`config.mk`:
```
export PLATFORM = sky130hd
export DESIGN_NAME = transaction_control
export DESIGN_NICKNAME = d
export VERILOG_FILES = /design/src/rtl/transaction_control.sv
export SDC_FILE = /design/constraint.sdc
export NUM_CORES = 1
export LEC_CHECK = 0
export ABC_AREA = 1
export CAP_MARGIN = 20
export CORE_MARGIN = 2
export CORE_UTILIZATION = 58
export DETAILED_ROUTE_END_ITERATION = 7
export PLACE_DENSITY = 0.91
export SLEW_MARGIN = 10
export SYNTH_ARGS = -nofsm -noshare
export SYNTH_HDL_FRONTEND = slang
export SYNTH_SLANG_ARGS = --single-unit
```
`constraint.sdc`:
```
create_clock -name clock -period 3.8 [get_ports clock]
set_input_delay 0.76 -clock clock [delete_from_list [all_inputs] [get_ports clock]]
set_output_delay 0.76 -clock clock [all_outputs]
set_load 0.02 [all_outputs]
```
`src/rtl/transaction_control.sv`:
```
// Sequences one coin transfer over the shared balance RAM: read both balances, validate, commit.
// Optional TX_LEDGER_COUNT_EN adds a saturating 16-bit count of committed transfers (tx_count).
module transaction_control #(
    parameter int ADDR_W = 2,
    parameter int DATA_W = 8
) (
    input  logic              clock,
    input  logic              resetn,
    input  logic              start_transaction,
    input  logic [ADDR_W-1:0] from_id,
    input  logic [ADDR_W-1:0] to_id,
    input  logic [DATA_W-1:0] amount,
    input  logic [DATA_W-1:0] mem_rdata,
    output logic [ADDR_W-1:0] mem_addr,
    output logic [DATA_W-1:0] mem_wdata,
    output logic              mem_we,
`ifdef TX_LEDGER_COUNT_EN
    output logic [15:0]       tx_count,
`endif
    output logic              busy,
    output logic              finished_transaction,
    output logic [1:0]        status
);

    typedef enum logic [3:0] {
        IDLE, RD_SRC, RD_DST, CAP_DST, CHECK, WR_SRC, WR_DST, DONE, HOLD
    } state_t;

    localparam logic [1:0] ST_OK    = 2'b00;
    localparam logic [1:0] ST_FUNDS = 2'b01;
    localparam logic [1:0] ST_INVAL = 2'b10;
    localparam logic [1:0] ST_OVF   = 2'b11;

    state_t            r_state, w_next;
    logic [ADDR_W-1:0] r_from, r_to, r_addr, w_addr;
    logic [DATA_W-1:0] r_amt, r_src, r_dst, r_wdata, w_wdata;
    logic [1:0]        r_status, w_chk;
    logic              w_we, w_fin;
    logic [DATA_W:0]   w_sum;

    // Overflow is judged on a one-bit-wider sum so the carry is visible.
    assign w_sum = {1'b0, r_dst} + {1'b0, r_amt};

    always_comb begin
        w_chk = ST_OK;
        if (r_from == r_to || r_amt == '0)
            w_chk = ST_INVAL;
        else if (r_amt > r_src)
            w_chk = ST_FUNDS;
        else if (w_sum[DATA_W])
            w_chk = ST_OVF;
    end

    // Address and write data hold their last value outside the states that drive them.
    always_comb begin
        w_next  = r_state;
        w_addr  = r_addr;
        w_wdata = r_wdata;
        w_we    = 1'b0;
        w_fin   = 1'b0;
        case (r_state)
            IDLE:    if (start_transaction) w_next = RD_SRC;
            RD_SRC:  begin w_addr = r_from; w_next = RD_DST; end
            RD_DST:  begin w_addr = r_to;   w_next = CAP_DST; end
            CAP_DST: w_next = CHECK;
            CHECK:   w_next = (w_chk == ST_OK) ? WR_SRC : DONE;
            WR_SRC: begin
                w_we    = 1'b1;
                w_addr  = r_from;
                w_wdata = r_src - r_amt;
                w_next  = WR_DST;
            end
            WR_DST: begin
                w_we    = 1'b1;
                w_addr  = r_to;
                w_wdata = w_sum[DATA_W-1:0];
                w_next  = DONE;
            end
            DONE:    begin w_fin = 1'b1; w_next = HOLD; end
            HOLD:    if (!start_transaction) w_next = IDLE;
            default: w_next = IDLE;
        endcase
    end

    always_ff @(posedge clock) begin
        if (!resetn) begin
            r_state  <= IDLE;
            r_from   <= '0;
            r_to     <= '0;
            r_amt    <= '0;
            r_src    <= '0;
            r_dst    <= '0;
            r_addr   <= '0;
            r_wdata  <= '0;
            r_status <= ST_OK;
        end else begin
            r_state <= w_next;
            r_addr  <= w_addr;
            r_wdata <= w_wdata;
            if (r_state == IDLE && start_transaction) begin
                r_from   <= from_id;
                r_to     <= to_id;
                r_amt    <= amount;
                r_status <= ST_OK;
            end
            if (r_state == RD_DST)  r_src    <= mem_rdata;
            if (r_state == CAP_DST) r_dst    <= mem_rdata;
            if (r_state == CHECK)   r_status <= w_chk;
        end
    end

`ifdef TX_LEDGER_COUNT_EN
    logic [15:0] r_cnt;
    always_ff @(posedge clock) begin
        if (!resetn)
            r_cnt <= '0;
        else if (r_state == DONE && r_status == ST_OK && r_cnt != 16'hFFFF)
            r_cnt <= r_cnt + 16'd1;
    end
    assign tx_count = r_cnt;
`endif

    assign mem_addr             = w_addr;
    assign mem_wdata            = w_wdata;
    assign mem_we               = w_we;
    assign finished_transaction = w_fin;
    assign busy                 = (r_state != IDLE);
    assign status               = r_status;

endmodule

```
==> impl_metrics.toml <==
[run_status]
status = "completed"

[detailed_routing]
wl_per_cell_um = 13.45
route.detailed.drc = 0
vias = 2583
drt_pass1_iterations = 5
drt-total-wl_um = 6401
via_per_inst = 5.426
antenna_left = 0
drt_iter0_markers = 138

[setup_path]
critPathBufInv = 3
crit_type = "register to primary output"
cpPeakStageDelay_ns = 0.61
critPathRequiredTime_ns = 3.04
cpLargestDelayFamily = "buffers and inverters"
cp_max_fo = 5
slowest_stage = "clkdlybuf4s50_1"
end_kind = "primary output"
critPathMostFrequentCell = "nand3_1"
worstPathCellList = "ha_1 -> inv_1 -> fa_1 -> inv_1 -> nand3_1 -> nand2_1 -> nand2_1 -> nand3_1 -> nand3_1 -> nand3_1 -> clkdlybuf4s50_1"
cp.arrival_ns = 2.56
startpoint_type = "register"

[placed_design]
detailed_place_hpwl_um = 4786
place_congestion = 0.9134
port_buffers = 37
dpl_worst_slack_ns = 0.8156

[global_route]
antenna_found_initial = 0
grt_pass1_wl_um = 10800
grt_pass1_vias = 2410
grt_usage_pct = 27.26
grt_max_degree = 27
overflow = 0

[flow_run]
cap_violations = 0

[power]
p_per_area_nw_per_um2 = 419.9
total_power_mw = 1.293
p_leak_nw = 1.508
ir_worst_vdd_uv = 271.2

[floorplan]
start_util_pct = 59.62
ios = 38
die_y_um = 70.44
rows = 24
coreArea_um2 = 4294
die_w_um = 70.44
die_area_um2 = 4961

[clocking]
htreeDepth = 2
cts_resized = 0
cts_tree = "built"
clock_latency_ns = 0.31
cts-root-buf = "clkbuf_8"
clock_sinks = 44
cts_setup_buffers = 0
clockBufferDepth = 2
cts_buffers = 5
cts_hold_buffers = 0
cts.clk_slew.worst_paths_ns = 0.09

[finish]
nets = 464
final_util_pct = 71.71
final_common_cell = "nand2_1"
final_cell_mix = "nand2_1, inv_1, nor2_1, dfxtp_1, clkdlybuf4s50_1"
antenna_cells = 0
layout-drive-gt1-share_pct = 6.132
syn_to_final_growth_pct = 20.28

[yosys]
synth_edf_count = 0
syn_nets = 424
synth_flop_cell = "dfxtp_1"
ys_seq_elements = 44
seq_area_frac_synth_pct = 34.41
synth-warning-count = 0
synthCells = 383
async_reset_ff_share_pct = 0
syn_avg_cell_area_um2 = 6.684
syn_area_um2 = 2560
synth.distinct_cells = 29

[timing]
final_hold_viol_count = 0
setup_ws_ns = 0.4772
fin_crit_ns = 3.323
timing.final.crit_share_pct = 87.44
fmaxAchievable_mhz = 301.0
worst_pin_slew_ns = 0.4970
setup_tns_ns = 0
whs_ns = 0.4881
finalClockSkew_ns = 0.008645
relSlewSlack_pct = 66.76
setup_viol = 0
final-max-slew-violation-count = 0
rsz0062_at_grt = "false"

[worst_hold_path]
hold_class = "register to register"
synthesized netlist by cell type, types with 3 or more instances:
cell      number  area share [%]
nand3_1       32             6.3
nand4_1        3            0.73
clkbuf_1       4            0.59
a21oi_1       27             5.3
nor2_1        44             6.5
inv_2          6            0.88
nor2_2         3            0.73
a31oi_1        4            0.98
xnor2_1        3             1.0
inv_1         56             8.2
nand2_1       90              13
ha_1          16             7.8
o21ai_0       31             6.1
dfxtp_1       44              34
per-layer routing:
| metal | up-vias | GRT usage, % | wire, µm |
|---|---|---|---|
| met3 | 12 | 5.483 | 444 |
| met2 | 107 | 45.28 | 3094 |
| met4 | 0 | 8.761 | 83 |
| li1 | 1307 | - | - |
| met5 | - | 0 | 0 |
| met1 | 1157 | 35.38 | 2778 |
tightest hold or removal path, delay by kind of cell (launching register included):
family	cells	cell delay (ns)
flops	1	0.34
buf+inv	1	0.06
compound gates	1	0.05
per-stage QoR:
step | cell area [µm²] | cells
final | 3079 | 476
after global routing | 3079 | 476
after CTS | 3079 | 476
after detailed placement | 2985 | 468
after global placement | 2985 | 468
after floorplan | 2560 | 383
final cells by class:
class	instances	area, µm²
clock buffers	7	86.33
clock inverters	1	7.507
fillers	367	1215
inverters	63	236.5
multi-input cells	270	1418
flip-flops and latches	44	880.8
well taps	52	65.06
repair buffers	39	385.4
cells by family (layout without fill, tap and decap cells):
group                      count (synthesis)  in the layout  synth area share (%)
AOI/OAI and AO/OA                         67             67                 13.93
xor gates and xnor gates                   3              3                 1.027
adders and majority gates                 18             18                 9.384
buffers and inverters                     69            110                 10.21
DFF                                       44             44                 34.41
and+or+nand+nor                          182            182                 31.04
worst paths after layout:
check	endpoint	slack, ns	startpoint	cells past startpoint
worst max-delay path	mem_wdata[6]	0.48	r_amt[0]$_SDFFE_PN0P_	11
worst min-delay path	r_from[0]$_SDFFE_PN0P_	0.49	r_from[0]$_SDFFE_PN0P_	2
worst max register to register	r_state[1]$_SDFFE_PN0P_	1.92	r_amt[0]$_SDFFE_PN0P_	12
worst min register to register	r_from[0]$_SDFFE_PN0P_	0.49	r_from[0]$_SDFFE_PN0P_	2
power breakdown:
group	internal (mW)	leakage [nW]	switching, mW
logic	0.169	1.10	0.270
clock network	0.148	0.0445	0.167
registers	0.504	0.359	0.0348
total	0.821	1.51	0.472
state kept, by name (all words and copies together) (netlist names):
register / flops
r_src: 8
r_addr: 2
status: 2
r_wdata: 8
r_amt: 8
r_dst: 8
r_to: 2
r_state: 4
r_from: 2
No activity file was read; power rests on OpenSTA's default activity.
